$ cat src/rtl/pc_fetch_if.sv
// Fetch-stage bus bundle: instruction-memory req/ack channel and the
// valid/ready channel that hands fetched words to decode.
// The master modport is the fetch stage; the slave modport is the
// memory/decode side.
interface pc_fetch_if;
    logic        imem_req_o;
    logic [31:0] imem_addr_o;
    logic        imem_ack_i;
    logic [31:0] imem_data_i;
    logic [31:0] inst_o;
    logic        inst_valid_o;
    logic        inst_ready_i;

    modport master (
        output imem_req_o,
        output imem_addr_o,
        output inst_o,
        output inst_valid_o,
        input  imem_ack_i,
        input  imem_data_i,
        input  inst_ready_i
    );

    modport slave (
        input  imem_req_o,
        input  imem_addr_o,
        input  inst_o,
        input  inst_valid_o,
        output imem_ack_i,
        output imem_data_i,
        output inst_ready_i
    );
endinterface

$ cat src/rtl/pc_fetch.sv
// pc_fetch: program counter and instruction-fetch stage.
// Holds the PC, requests each instruction over a req/ack memory handshake,
// and hands the registered word to decode over valid/ready with a stall.
// Optional feature macro: PC_FETCH_TIMEOUT_EN adds a REQ watchdog that
// raises a sticky fetch_err_o and abandons the fetch after TIMEOUT_CYCLES.
//
// state | meaning
// IDLE  | no request outstanding, waiting for start_i
// REQ   | imem_req_o high, address held stable until imem_ack_i
// VALID | inst_valid_o high, inst_o/pc_o held until accepted
module pc_fetch #(
    parameter logic [31:0] RESET_PC       = 32'h0000_0000,
    parameter int unsigned TIMEOUT_CYCLES = 16
) (
    input  logic              clk_i,
    input  logic              rst_i,
    input  logic              start_i,
    input  logic [31:0]       pc_next_i,
    input  logic              stall_i,
    output logic [31:0]       pc_o,
    output logic [31:0]       pc_plus4_o,
    output logic              fetch_err_o,
    pc_fetch_if.master        bus
);

    typedef enum logic [1:0] {
        IDLE  = 2'd0,
        REQ   = 2'd1,
        VALID = 2'd2
    } state_t;

    if (TIMEOUT_CYCLES < 1 || TIMEOUT_CYCLES > 255) begin : g_bad_timeout
        $error("pc_fetch: TIMEOUT_CYCLES must be in 1..255");
    end

    state_t      state;
    logic [31:0] pc_q;
    logic [31:0] inst_q;
    logic        req_q;
    logic        valid_q;
    logic        start_ok;
    logic        accept;

    // The low PC bits are dropped at load, so they are never consumed.
    logic        unused_pc_low;
    assign unused_pc_low = &{1'b0, pc_next_i[1:0]};

    assign accept = (state == VALID) && bus.inst_ready_i && !stall_i;

`ifdef PC_FETCH_TIMEOUT_EN
    localparam logic [7:0] TIMEOUT_LAST = 8'(TIMEOUT_CYCLES - 1);

    logic [7:0] timeout_cnt;
    logic       err_q;

    // A latched fetch error locks the stage in IDLE until reset.
    assign start_ok    = start_i && !err_q;
    assign fetch_err_o = err_q;
`else
    assign start_ok    = start_i;
    assign fetch_err_o = 1'b0;
`endif

    // Fetch sequencer: state, PC, instruction register and handshake outputs.
    always_ff @(posedge clk_i) begin
        if (rst_i) begin
            state   <= IDLE;
            pc_q    <= RESET_PC;
            inst_q  <= 32'h0;
            req_q   <= 1'b0;
            valid_q <= 1'b0;
`ifdef PC_FETCH_TIMEOUT_EN
            timeout_cnt <= 8'h0;
            err_q       <= 1'b0;
`endif
        end else begin
            case (state)
                IDLE: begin
                    if (start_ok) begin
                        state <= REQ;
                        req_q <= 1'b1;
`ifdef PC_FETCH_TIMEOUT_EN
                        timeout_cnt <= 8'h0;
`endif
                    end
                end
                REQ: begin
                    if (bus.imem_ack_i) begin
                        inst_q  <= bus.imem_data_i;
                        state   <= VALID;
                        req_q   <= 1'b0;
                        valid_q <= 1'b1;
                    end
`ifdef PC_FETCH_TIMEOUT_EN
                    else if (timeout_cnt == TIMEOUT_LAST) begin
                        err_q <= 1'b1;
                        state <= IDLE;
                        req_q <= 1'b0;
                    end else begin
                        timeout_cnt <= timeout_cnt + 8'd1;
                    end
`endif
                end
                VALID: begin
                    if (accept) begin
                        pc_q    <= {pc_next_i[31:2], 2'b00};
                        valid_q <= 1'b0;
                        if (start_ok) begin
                            state <= REQ;
                            req_q <= 1'b1;
`ifdef PC_FETCH_TIMEOUT_EN
                            timeout_cnt <= 8'h0;
`endif
                        end else begin
                            state <= IDLE;
                        end
                    end
                end
                default: begin
                    state   <= IDLE;
                    req_q   <= 1'b0;
                    valid_q <= 1'b0;
                end
            endcase
        end
    end

    assign pc_o             = pc_q;
    assign pc_plus4_o       = pc_q + 32'd4;
    assign bus.imem_addr_o  = pc_q;
    assign bus.imem_req_o   = req_q;
    assign bus.inst_o       = inst_q;
    assign bus.inst_valid_o = valid_q;

endmodule

$ cat src/flat_wrapper.sv
// flat-port wrapper written by rule: the top's interface ports become plain ports
module pc_fetch_flat 
#(
    parameter logic [31:0] RESET_PC       = 32'h0000_0000,
    parameter int unsigned TIMEOUT_CYCLES = 16
)
  (clk_i, rst_i, start_i, pc_next_i, stall_i, pc_o, pc_plus4_o, fetch_err_o, bus_imem_req_o, bus_imem_addr_o, bus_inst_o, bus_inst_valid_o, bus_imem_ack_i, bus_imem_data_i, bus_inst_ready_i);
  pc_fetch_if bus_i ();
  input  logic clk_i;
  input  logic rst_i;
  input  logic start_i;
  input  logic [31:0] pc_next_i;
  input  logic stall_i;
  output logic [31:0] pc_o;
  output logic [31:0] pc_plus4_o;
  output logic fetch_err_o;
  output wire logic [$bits(bus_i.imem_req_o)-1:0] bus_imem_req_o;
  output wire logic [$bits(bus_i.imem_addr_o)-1:0] bus_imem_addr_o;
  output wire logic [$bits(bus_i.inst_o)-1:0] bus_inst_o;
  output wire logic [$bits(bus_i.inst_valid_o)-1:0] bus_inst_valid_o;
  input wire logic [$bits(bus_i.imem_ack_i)-1:0] bus_imem_ack_i;
  input wire logic [$bits(bus_i.imem_data_i)-1:0] bus_imem_data_i;
  input wire logic [$bits(bus_i.inst_ready_i)-1:0] bus_inst_ready_i;
  assign bus_imem_req_o = bus_i.imem_req_o;
  assign bus_imem_addr_o = bus_i.imem_addr_o;
  assign bus_inst_o = bus_i.inst_o;
  assign bus_inst_valid_o = bus_i.inst_valid_o;
  assign bus_i.imem_ack_i = bus_imem_ack_i;
  assign bus_i.imem_data_i = bus_imem_data_i;
  assign bus_i.inst_ready_i = bus_inst_ready_i;
  pc_fetch #(.RESET_PC(RESET_PC), .TIMEOUT_CYCLES(TIMEOUT_CYCLES)) u_core (.clk_i(clk_i), .rst_i(rst_i), .start_i(start_i), .pc_next_i(pc_next_i), .stall_i(stall_i), .pc_o(pc_o), .pc_plus4_o(pc_plus4_o), .fetch_err_o(fetch_err_o), .bus(bus_i));
endmodule
$ cat config.mk
export PLATFORM = sky130hd
export DESIGN_NAME = pc_fetch_flat
export DESIGN_NICKNAME = d
export VERILOG_FILES = /design/src/rtl/pc_fetch_if.sv /design/src/rtl/pc_fetch.sv /design/src/flat_wrapper.sv
export SDC_FILE = /design/constraint.sdc
export NUM_CORES = 1
export LEC_CHECK = 0
export BUFFER_PORTS_ARGS = -buffer_cell sky130_fd_sc_hd__clkbuf_2
export CORE_MARGIN = 5
export CORE_UTILIZATION = 40
export CTS_BUF_LIST = sky130_fd_sc_hd__clkbuf_16
export CTS_CLUSTER_DIAMETER = 30
export DETAILED_ROUTE_END_ITERATION = 10
export PLACE_DENSITY = 0.86
export SLEW_MARGIN = 20
export SYNTH_ARGS = -nofsm -noshare
export SYNTH_HDL_FRONTEND = slang
export SYNTH_SLANG_ARGS = --single-unit
$ cat constraint.sdc
create_clock -name clk_i -period 2 [get_ports clk_i]
set_input_delay 0.3 -clock clk_i [delete_from_list [all_inputs] [get_ports clk_i]]
set_output_delay 0.3 -clock clk_i [all_outputs]
set_load 0.02 [all_outputs]
==> summary.txt, run 1 <==
Routing
  – Drt first pass iters: 6
  – Wire length per cell: 13.6 microns
  – DRC viols: 0
  – WL final: 9.58 mm
  – Initial detailed-routing violation count: 104
  – ANT nets after route: 0
  – DR vias: 3,389
  – Drt via density: 4.81

Flow run
  – Maxcap violations: 0

Global route
  – Gr ovfl total: 0
  – Vias in the first global route: 3,247
  – GR Layer Usage met3: 0.0580
  – Initial antenna violation count: 0
  – Gr busiest metal: met2
  – Grt met2 use: 0.348
  – GR Util met1: 0.195
  – Total Routing Usage GR: 0.185
  – Pin count of the biggest net entering global routing: 67
  – First-pass GRT wire length: 14.9 mm

Critical path
  – Req. time, crit path: 1700 ps
  – Worst setup SP type: register
  – Critical Path AT: 1890 ps
  – Worst-path fanout max: 5
  – Worst reg-to-reg setup slack: 310 ps
  – Critical Setup Path Class: reg -> out
  – CP endpoint kind: output pin

Final layout
  – Layout cell share with drive strength beyond 1: 0.472
  – P&R area growth vs syn: 53.1%
  – Final core utilization: 0.625
  – Layout Nets: 668
  – N_diodes: 0
  – Layout Cells excl Fill: 704

Logic synthesis
  – Synth top area cells: dfxtp_1, nand2_1, a21oi_1, buf_4, xnor2_1
  – Share of the synthesized area in the top cell type: 0.421
  – Synth Instances: 410
  – Sequential fraction of the synthesis area: 0.421
  – #FFs+latches synth: 66
  – Avg Synthesized Cell Area: 7.66 sq um
  – Synthesized area: 0.00314 sq mm
  – Yosys warns: 0
  – Post-synthesis cell type count: 27
  – Leading area contributor after synthesis: dfxtp_1

Placement
  – Placed instance count: 679
  – Post-DP HPWL: 6.91 mm
  – RePlAce Congestion: 0.835
  – Post-Place Setup Slack: 62.7 ps
  – Port buffer count: 191

Timing
  – Crit path time final: 2190 ps
  – RSZ-0062 raised after global routing: yes
  – Worst Skew: 4.26 ps
  – Worst Hold Margin: 200 ps
  – Slew Limit Fails: 0
  – Fmax: 0.458 GHz
  – Max-slew headroom: 0.310
  – Final setup margin: -185 ps
  – Final setup vio count: 20
  – Hold Fails Final Rpt: 0
  – Worst-Margin Slew: 1040 ps
  – Final period utilization: 1.09

Floorplan
  – Die height: 98.6 microns
  – Initial Util: 0.409
  – Die Area: 0.00972 sq mm
  – Core Area: 0.00769 sq mm
  – Row Count: 32
  – Die W: 98.6 microns
  – # IOs: 201

Status
  – Outcome: finished with violations
  – Violated checks: negative setup slack

Power
  – Power share of the combinational group: 0.100
  – Leak: 2.32 nW
  – Power Density: 706 mW/mm^2
  – Sequential power share: 0.407
  – Switching portion of total power: 0.238
  – Internal power: 2.59 mW
  – Clock power frac: 0.493
  – Net Switching: 806 uW
  – Peak supply drop: 0.000606 V
  – Power Total: 3.39 mW

Clocking
  – Clock Pin Slew Worst Setup and Hold Paths: 60 ps
  – Clock root cell: clkbuf_16
  – Deepest clock path buffer count: 2
  – CTS tree: yes
  – Num CTS Buffers: 9
  – H-tree levels: 3
  – Hold_buf cts: 0
  – Skew-Pair Late Insertion Delay: 320 ps
  – Clock sink count: 66

Worst hold path
  – Worst hold path type: in -> reg
==> layer usage <==
metal,up-vias,part of all wire
met5,-,0
met4,0,0.018
met3,12,0.082
met2,137,0.53
met1,1553,0.37
li1,1687,-
==> sequential cells by signal, summed over array words and instances, names as in the netlist <==
register,count
u_core.bus.imem_addr_o,30
u_core.state,2
u_core.bus.inst_o,32
u_core.bus.imem_req_o,1
u_core.bus.inst_valid_o,1
==> synthesized netlist by cell type <==
master     instances
inv_1              2
conb_1             1
inv_2              1
xnor2_1           25
nor3_4             1
nand4_1           10
buf_1              1
buf_4             37
nand3b_1           1
nor2b_1            2
o22a_1             1
nor4_4             1
xor2_1             3
dfxtp_1           66
nand4_2            1
or2_1              1
and4_1             5
a2bb2oi_1          1
nand2_1          130
nor2_1             9
a21oi_1           68
clkbuf_1          14
ha_1               1
nand3_1           15
buf_2              7
and3b_1            1
and3_1             5
==> power groups by stage <==
stage | logic, mW | registers [mW] | clock network [mW]
floorplan | 0.156 | 1.46 | 0
global placement | 0.328 | 1.41 | 0
detailed placement | 0.336 | 1.41 | 0
CTS | 0.340 | 1.38 | 1.72
global route | 0.372 | 1.39 | 1.78
finish | 0.341 | 1.38 | 1.67
==> cell families after synthesis <==
logic type                 synth area share
adders and majority gates           0.00398
other                               0.00119
DFF                                   0.421
buffers and inverters                 0.121
and+or+nand+nor                       0.261
xor gates and xnor gates             0.0781
AOI/OAI and AO/OA                     0.114
==> placed cells by master (no fill, tap or decap), types with 5 or more instances in the layout <==
master       n
dfxtp_1     57
xnor2_2     13
dfxtp_2      5
clkbuf_8     6
clkbuf_2   171
nand3_1     10
buf_4       45
nand4_1     10
nand2_1    128
xnor2_1     12
a21oi_1     68
nor2_1       7
clkbuf_16    9
buf_6        5
conb_1       7
==> cell type report <==
type                       count  area, sq um
fill                         676         2880
multi-input combinational    289         1650
timing repair buffer         228         1350
sequential                    66         1340
clock buffer                   9          225
tap                          102          128
clock inverter                 7          101
inverter                       3         11.3
==> what timing repair did <==
item | in CTS | in global routing
pin swaps | 8 | 11
cloned | 2 | 0
gates resized for setup | 38 | 38
endpoints found under the setup margin | 20 | 22
setup buffers | 3 | 5
==> worst max-delay path, stage by stage, from the launching register on <==
cell and delay (ps):
dfxtp_4 360, buf_6 100, nand3_4 70, nor4_4 360, buf_6 180, nand4_1 140
xnor2_2 200, clkbuf_8 170
==> worst paths after layout <==
path | to | startpoint | cells after the start
worst max-delay path | pc_plus4_o[15] | u_core.bus.imem_addr_o[2] | 7
worst min-delay path | u_core.bus.inst_o[23] | bus_imem_data_i[23] | 3
worst max register to register | u_core.bus.inst_o[11] | u_core.state[1] | 3
worst min register to register | u_core.bus.inst_o[16] | u_core.bus.inst_o[16] | 2
==> metrics by stage <==
step	cell area, sq um	TNS, ps
5_1_grt	4810	-3820
3_3_place_gp	4210	0
4_1_cts	4670	-1360
2_1_floorplan	3250	0
6_report	4810	-2260
3_5_place_dp	4210	0
No activity file was read; power rests on OpenSTA's default activity.
==> inputs of run 2 (changes only) <==
--- a/config.mk
+++ b/config.mk
@@ -6,13 +6,16 @@
 export NUM_CORES = 1
 export LEC_CHECK = 0
 export BUFFER_PORTS_ARGS = -buffer_cell sky130_fd_sc_hd__clkbuf_2
+export CELL_PAD_IN_SITES_DETAIL_PLACEMENT = 0
+export CELL_PAD_IN_SITES_GLOBAL_PLACEMENT = 1
 export CORE_MARGIN = 5
-export CORE_UTILIZATION = 40
+export CORE_UTILIZATION = 28
 export CTS_BUF_LIST = sky130_fd_sc_hd__clkbuf_16
 export CTS_CLUSTER_DIAMETER = 30
 export DETAILED_ROUTE_END_ITERATION = 10
-export PLACE_DENSITY = 0.86
+export PLACE_DENSITY = 0.89
 export SLEW_MARGIN = 20
 export SYNTH_ARGS = -nofsm -noshare
 export SYNTH_HDL_FRONTEND = slang
 export SYNTH_SLANG_ARGS = --single-unit
+export TNS_END_PERCENT = 30
==> summary.txt, run 2 (synthesized netlist as in run 1, its figures left out) <==
Status
  – Outcome: finished with violations (unchanged)
  – Violated checks: negative setup slack (unchanged)

Worst hold path
  – Worst hold path type: in -> reg (unchanged)

Routing
  – DR vias: 3,394 (was 3,389)
  – Metal2 WL: 5.00 mm (was 5.08 mm)
  – Drt first pass iters: 4 (was 6)
  – Met3 Wirelength: 1.14 mm (was 782 microns)
  – Wire length per cell: 14.2 microns (was 13.6 microns)
  – DRC viols: 0 (unchanged)
  – WL final: 10.5 mm (was 9.58 mm)
  – Drt via density: 4.58 (was 4.81)
  – Uppermost layer routed: met4 (unchanged)
  – ANT nets after route: 0 (unchanged)
  – Initial detailed-routing violation count: 188 (was 104)
  – M1 wire length: 4.26 mm (was 3.55 mm)

Floorplan
  – Core Area: 0.0109 sq mm (was 0.00769 sq mm)
  – Die Area: 0.0134 sq mm (was 0.00972 sq mm)
  – Die height: 116 microns (was 98.6 microns)
  – # IOs: 201 (unchanged)
  – Die W: 116 microns (was 98.6 microns)
  – Initial Util: 0.287 (was 0.409)
  – Row Count: 38 (was 32)

Critical path
  – Critical Setup Path Class: reg -> out (unchanged)
  – Worst setup SP type: register (unchanged)
  – Req. time, crit path: 1700 ps (about the same)
  – Critical Path AT: 1760 ps (was 1890 ps)
  – Worst path slowest cell: dfxtp_2 (was dfxtp_4)
  – Worst-path fanout max: 5 (unchanged)
  – CP endpoint kind: output pin (unchanged)
  – Critical-path cell list: ha_4 > and4_4 > and3_4 > nand4_1 > xnor2_2 > clkbuf_8 (was buf_6 > nand3_4 > nor4_4 > buf_6 > nand4_1 > xnor2_2 > clkbuf_8)
  – Critical Path Max Stage Delay: 350 ps (was 360 ps)

Final layout
  – P&R area growth vs syn: 50.3% (was 53.1%)
  – FF/Latch Area: 0.00134 sq mm (about the same)
  – N_diodes: 0 (unchanged)
  – Post-route cell area: 0.00472 sq mm (was 0.00481 sq mm)
  – Multi-input logic area: 0.00157 sq mm (was 0.00165 sq mm)
  – Fill count: 1,100 (was 676)
  – Layout Nets: 669 (was 668)
  – Layout cell share with drive strength beyond 1: 0.459 (was 0.472)
  – Commonest non-fill, non-tap cell in the layout: clkbuf_2 (unchanged)
  – Commonest non-fill, non-tap cells in the layout: clkbuf_2, nand2_1, a21oi_1, dfxtp_1, buf_4 (unchanged)
  – Number of flip-flops in the largest register: 32 (unchanged)

Timing
  – Worst Hold Margin: 187 ps (was 200 ps)
  – Setup TNS Final: -338 ps (was -2260 ps)
  – Worst Skew: 3.99 ps (was 4.26 ps)
  – Fmax: 0.485 GHz (was 0.458 GHz)
  – Max-slew headroom: 0.593 (was 0.310)
  – RSZ-0062 raised after global routing: yes (unchanged)
  – Final period utilization: 1.03 (was 1.09)
  – Hold Fails Final Rpt: 0 (unchanged)
  – Worst-Margin Slew: 611 ps (was 1040 ps)
  – Crit path time final: 2060 ps (was 2190 ps)
  – Final setup vio count: 8 (was 20)
  – Slew Limit Fails: 0 (unchanged)
  – Final setup margin: -60.2 ps (was -185 ps)

Global route
  – Initial antenna violation count: 0 (unchanged)
  – Pin count of the biggest net entering global routing: 67 (unchanged)
  – Vias in the first global route: 3,309 (was 3,247)
  – Total Routing Usage GR: 0.152 (was 0.185)
  – First-pass GRT wire length: 16.1 mm (was 14.9 mm)
  – Gr ovfl total: 0 (unchanged)

Clocking
  – H-tree levels: 3 (unchanged)
  – Clock Pin Slew Worst Setup and Hold Paths: 50 ps (was 60 ps)
  – CTS tree: yes (unchanged)
  – Num CTS Buffers: 9 (unchanged)
  – Clock sink count: 66 (unchanged)
  – Skew-Pair Late Insertion Delay: 320 ps (about the same)
  – Clock root cell: clkbuf_16 (unchanged)
  – Deepest clock path buffer count: 2 (unchanged)
  – Hold_buf cts: 0 (unchanged)

Power
  – Power Density: 651 mW/mm^2 (was 706 mW/mm^2)
  – Leak: 2.25 nW (was 2.32 nW)
  – Power Total: 3.07 mW (was 3.39 mW)
  – Peak supply drop: 0.000358 V (was 0.000606 V)

Placement
  – Port buffer count: 191 (unchanged)
  – RePlAce Congestion: 0.879 (was 0.835)
  – Placed instance area: 0.00426 sq mm (was 0.00421 sq mm)
  – Post-DP HPWL: 7.76 mm (was 6.91 mm)
  – Post-Place Setup Slack: 58.5 ps (was 62.7 ps)

Flow run
  – Maxcap violations: 0 (unchanged)
-- run 2: final cells by class --
cell class                 count  area share
clock buffer                   9      0.0477
clock inverter                 5     0.00530
inverter                       3     0.00239
multi-input combinational    289       0.334
sequential                    66       0.283
tap                          140      0.0371
timing repair buffer         229       0.291
-- run 2: path summary, 6_finish.rpt --
check | start | to | slack [ps] | cells after the start
worst max-delay path | u_core.bus.imem_addr_o[2] | pc_plus4_o[18] | -60 | 6
worst max register to register | u_core.state[0] | u_core.bus.inst_o[29] | 540 | 4
worst min register to register | u_core.bus.inst_o[10] | u_core.bus.inst_o[10] | 450 | 2
worst min-delay path | pc_next_i[5] | u_core.bus.imem_addr_o[5] | 190 | 3
-- run 2: layer usage --
metal / up-vias / track usage
met5: - / 0
met4: 0 / 0.0487
met3: 6 / 0.0642
met2: 157 / 0.257
met1: 1546 / 0.174
li1: 1685 / -
-- run 2: what timing repair did --
item | CTS | global route
setup buffers | 4 | 2
gates resized for setup | 40 | 22
gates cloned | 1 | 0
setup endpoints to repair | 20 | 23
pin swaps | 8 | 6
-- run 2: where the power goes --
| group | leakage [nW] | total (mW) | internal (mW) | switching (mW) |
|---|---|---|---|---|
| registers | 0.541 | 1.39 | 1.36 | 0.0294 |
| logic | 1.58 | 0.343 | 0.135 | 0.208 |
| clock network | 0.126 | 1.34 | 0.809 | 0.532 |
-- run 2: worst max-delay path: cells and delay by family (launching register included) --
kind	cells	cell delay, ps
and+or+nand+nor	3	620
xor gates and xnor gates	1	160
buffers and inverters	1	160
DFF	1	350
adders and majority gates	1	130
-- run 2: per-stage QoR --
step	util	instances
CTS	0.428	739
global route	0.432	741
floorplan	-	416
finish	0.432	741
global placement	0.390	721
detailed placement	0.390	721
==> inputs of run 3 (changes only) <==
--- a/config.mk
+++ b/config.mk
@@ -18,4 +18,3 @@
 export SYNTH_ARGS = -nofsm -noshare
 export SYNTH_HDL_FRONTEND = slang
 export SYNTH_SLANG_ARGS = --single-unit
-export TNS_END_PERCENT = 30
==> summary.txt, run 3 (synthesized netlist as in run 1, its figures left out) <==
Clocking
  – Clock sink count: 66 (unchanged)
  – H-tree levels: 3 (unchanged)
  – Hold_buf cts: 0 (unchanged)
  – Clock Pin Slew Worst Setup and Hold Paths: 50 ps (about the same)
  – Num CTS Buffers: 9 (unchanged)
  – Clock root cell: clkbuf_16 (unchanged)
  – Deepest clock path buffer count: 2 (unchanged)
  – CTS tree: yes (unchanged)
  – Skew-Pair Late Insertion Delay: 320 ps (about the same)

Timing
  – Final setup vio count: 13 (was 8)
  – Slew Limit Fails: 0 (unchanged)
  – Crit path time final: 2080 ps (was 2060 ps)
  – Worst Skew: 6.56 ps (was 3.99 ps)
  – Hold Fails Final Rpt: 0 (unchanged)
  – Final setup margin: -83.2 ps (was -60.2 ps)
  – Max-slew headroom: 0.605 (was 0.593)
  – Worst Hold Margin: 193 ps (was 187 ps)
  – Final period utilization: 1.04 (was 1.03)
  – RSZ-0062 raised after global routing: yes (unchanged)
  – Fmax: 0.480 GHz (was 0.485 GHz)
  – Worst-Margin Slew: 593 ps (was 611 ps)

Status
  – Violated checks: negative setup slack (unchanged)
  – Outcome: finished with violations (unchanged)

Power
  – Clock power frac: 0.461 (was 0.437)
  – Sequential power share: 0.432 (was 0.452)
  – Power share of the combinational group: 0.107 (was 0.112)
  – Peak supply drop: 0.000302 V (was 0.000358 V)
  – Power Density: 681 mW/mm^2 (was 651 mW/mm^2)
  – Switching portion of total power: 0.242 (was 0.250)
  – Internal power: 2.43 mW (was 2.30 mW)
  – Net Switching: 776 uW (was 769 uW)
  – Leak: 2.28 nW (was 2.25 nW)

Routing
  – DRC viols: 0 (unchanged)
  – Drt first pass iters: 4 (unchanged)
  – ANT nets after route: 0 (unchanged)
  – Wire length per cell: 14.0 microns (was 14.2 microns)
  – DR vias: 3,353 (was 3,394)
  – WL final: 10.3 mm (was 10.5 mm)
  – Initial detailed-routing violation count: 173 (was 188)
  – Drt via density: 4.54 (was 4.58)

Worst hold path
  – Worst hold path type: in -> reg (unchanged)

Critical path
  – CP delay by family, top: simple AND/OR/NAND/NOR gates (unchanged)
  – Crit path buf inv count: 1 (unchanged)
  – CP endpoint kind: output pin (unchanged)
  – Req. time, crit path: 1700 ps (about the same)
  – Critical Path Max Stage Delay: 350 ps (about the same)
  – Worst path slowest cell: dfxtp_2 (unchanged)
  – Critical Path AT: 1780 ps (was 1760 ps)
  – Worst-path fanout max: 5 (unchanged)
  – Critical-path cell list: ha_4 > and4_4 > and3_4 > nand4_1 > xnor2_2 > clkbuf_8 (unchanged)
  – Critical Setup Path Class: reg -> out (unchanged)
  – Worst setup SP type: register (unchanged)

Placement
  – Post-DP HPWL: 7.63 mm (was 7.76 mm)
  – Port buffer count: 191 (unchanged)
  – RePlAce Congestion: 0.864 (was 0.879)
  – Post-Place Setup Slack: 91.8 ps (was 58.5 ps)

Floorplan
  – Core Area: 0.0109 sq mm (unchanged)
  – # IOs: 201 (unchanged)
  – Initial Util: 0.287 (unchanged)
  – Die height: 116 microns (unchanged)
  – Row Count: 38 (unchanged)
  – Die Area: 0.0134 sq mm (unchanged)
  – Die W: 116 microns (unchanged)

Global route
  – GR Util met1: 0.168 (was 0.174)
  – GR Layer Usage met3: 0.0606 (was 0.0642)
  – Pin count of the biggest net entering global routing: 67 (unchanged)
  – Vias in the first global route: 3,233 (was 3,309)
  – Gr busiest metal: met2 (unchanged)
  – Total Routing Usage GR: 0.147 (was 0.152)
  – Gr ovfl total: 0 (unchanged)
  – First-pass GRT wire length: 15.6 mm (was 16.1 mm)
  – Grt met2 use: 0.254 (was 0.257)
  – Initial antenna violation count: 0 (unchanged)

Final layout
  – Number of flip-flops in the largest register: 32 (unchanged)
  – Layout cell share with drive strength beyond 1: 0.448 (was 0.459)
  – Commonest non-fill, non-tap cell in the layout: clkbuf_2 (unchanged)
  – Fill count: 1,097 (was 1,100)
  – P&R area growth vs syn: 49.8% (was 50.3%)
  – Commonest non-fill, non-tap cells in the layout: clkbuf_2, nand2_1, a21oi_1, dfxtp_1, buf_4 (unchanged)
  – N_diodes: 0 (unchanged)
  – Layout Nets: 665 (was 669)

Flow run
  – Maxcap violations: 0 (unchanged)
==> run 3: cell types whose count changed in the layout (fill, tap and decap cells not counted), sizes merged <==
cell      delta
buf          -4
bufinv       +1
clkinvlp     -1
inv          +1
==> run 3: cell type report <==
cell class | count | area [sq um] | area share
Sequential cell | 66 | 1340 | 0.284
Multi-Input combinational cell | 289 | 1590 | 0.338
Tap cell | 140 | 175 | 0.0372
Clock buffer | 9 | 225 | 0.0479
Inverter | 3 | 11.3 | 0.00239
Timing Repair Buffer | 225 | 1320 | 0.280
Clock inverter | 6 | 51.3 | 0.0109
==> run 3: tightest hold or removal path, stage by stage <==
cell	delay, ps
clkbuf_2	80
nand2_1	40
a21oi_1	50
==> run 3: worst paths after layout <==
path                                                start                        end  slack [ps]  cells past startpoint
worst max-delay path            u_core.bus.imem_addr_o[2]             pc_plus4_o[20]         -80                      6
worst min-delay path                         pc_next_i[3]  u_core.bus.imem_addr_o[3]         190                      3
worst max register to register            u_core.state[0]       u_core.bus.inst_o[9]         550                      4
worst min register to register      u_core.bus.inst_o[26]      u_core.bus.inst_o[26]         450                      2
==> run 3: power groups by stage <==
stage | combinational [mW] | sequential, mW | clock, mW
after floorplan | 0.156 | 1.46 | 0
after global placement | 0.337 | 1.41 | 0
after detailed placement | 0.340 | 1.41 | 0
after CTS | 0.344 | 1.38 | 1.53
after global routing | 0.378 | 1.39 | 1.59
final | 0.341 | 1.38 | 1.48
==> run 3: metal layers <==
layer	vias up	part of all wire	wire, microns
met5	-	0	0
met4	0	0.0079	82
met3	8	0.11	1140
met2	145	0.48	4990
met1	1525	0.40	4110
li1	1675	-	-
==> run 3: timing repair <==
item                       in CTS  in global routing
cloned                          1                  0
pin swaps                       5                  3
resized for setup              32                 17
setup buffers                   2                  1
setup endpoints to repair      21                 23
==> run 3: metrics by stage <==
step	cells	power (mW)	utilization	TNS (ps)	instance area [sq um]
3_5_place_dp	720	1.75	0.391	0	4280
2_1_floorplan	416	1.62	-	0	3250
3_3_place_gp	720	1.75	0.391	0	4280
6_report	738	3.20	0.430	-600	4700
5_1_grt	738	3.36	0.430	-2130	4700
4_1_cts	737	3.25	0.428	-963	4680
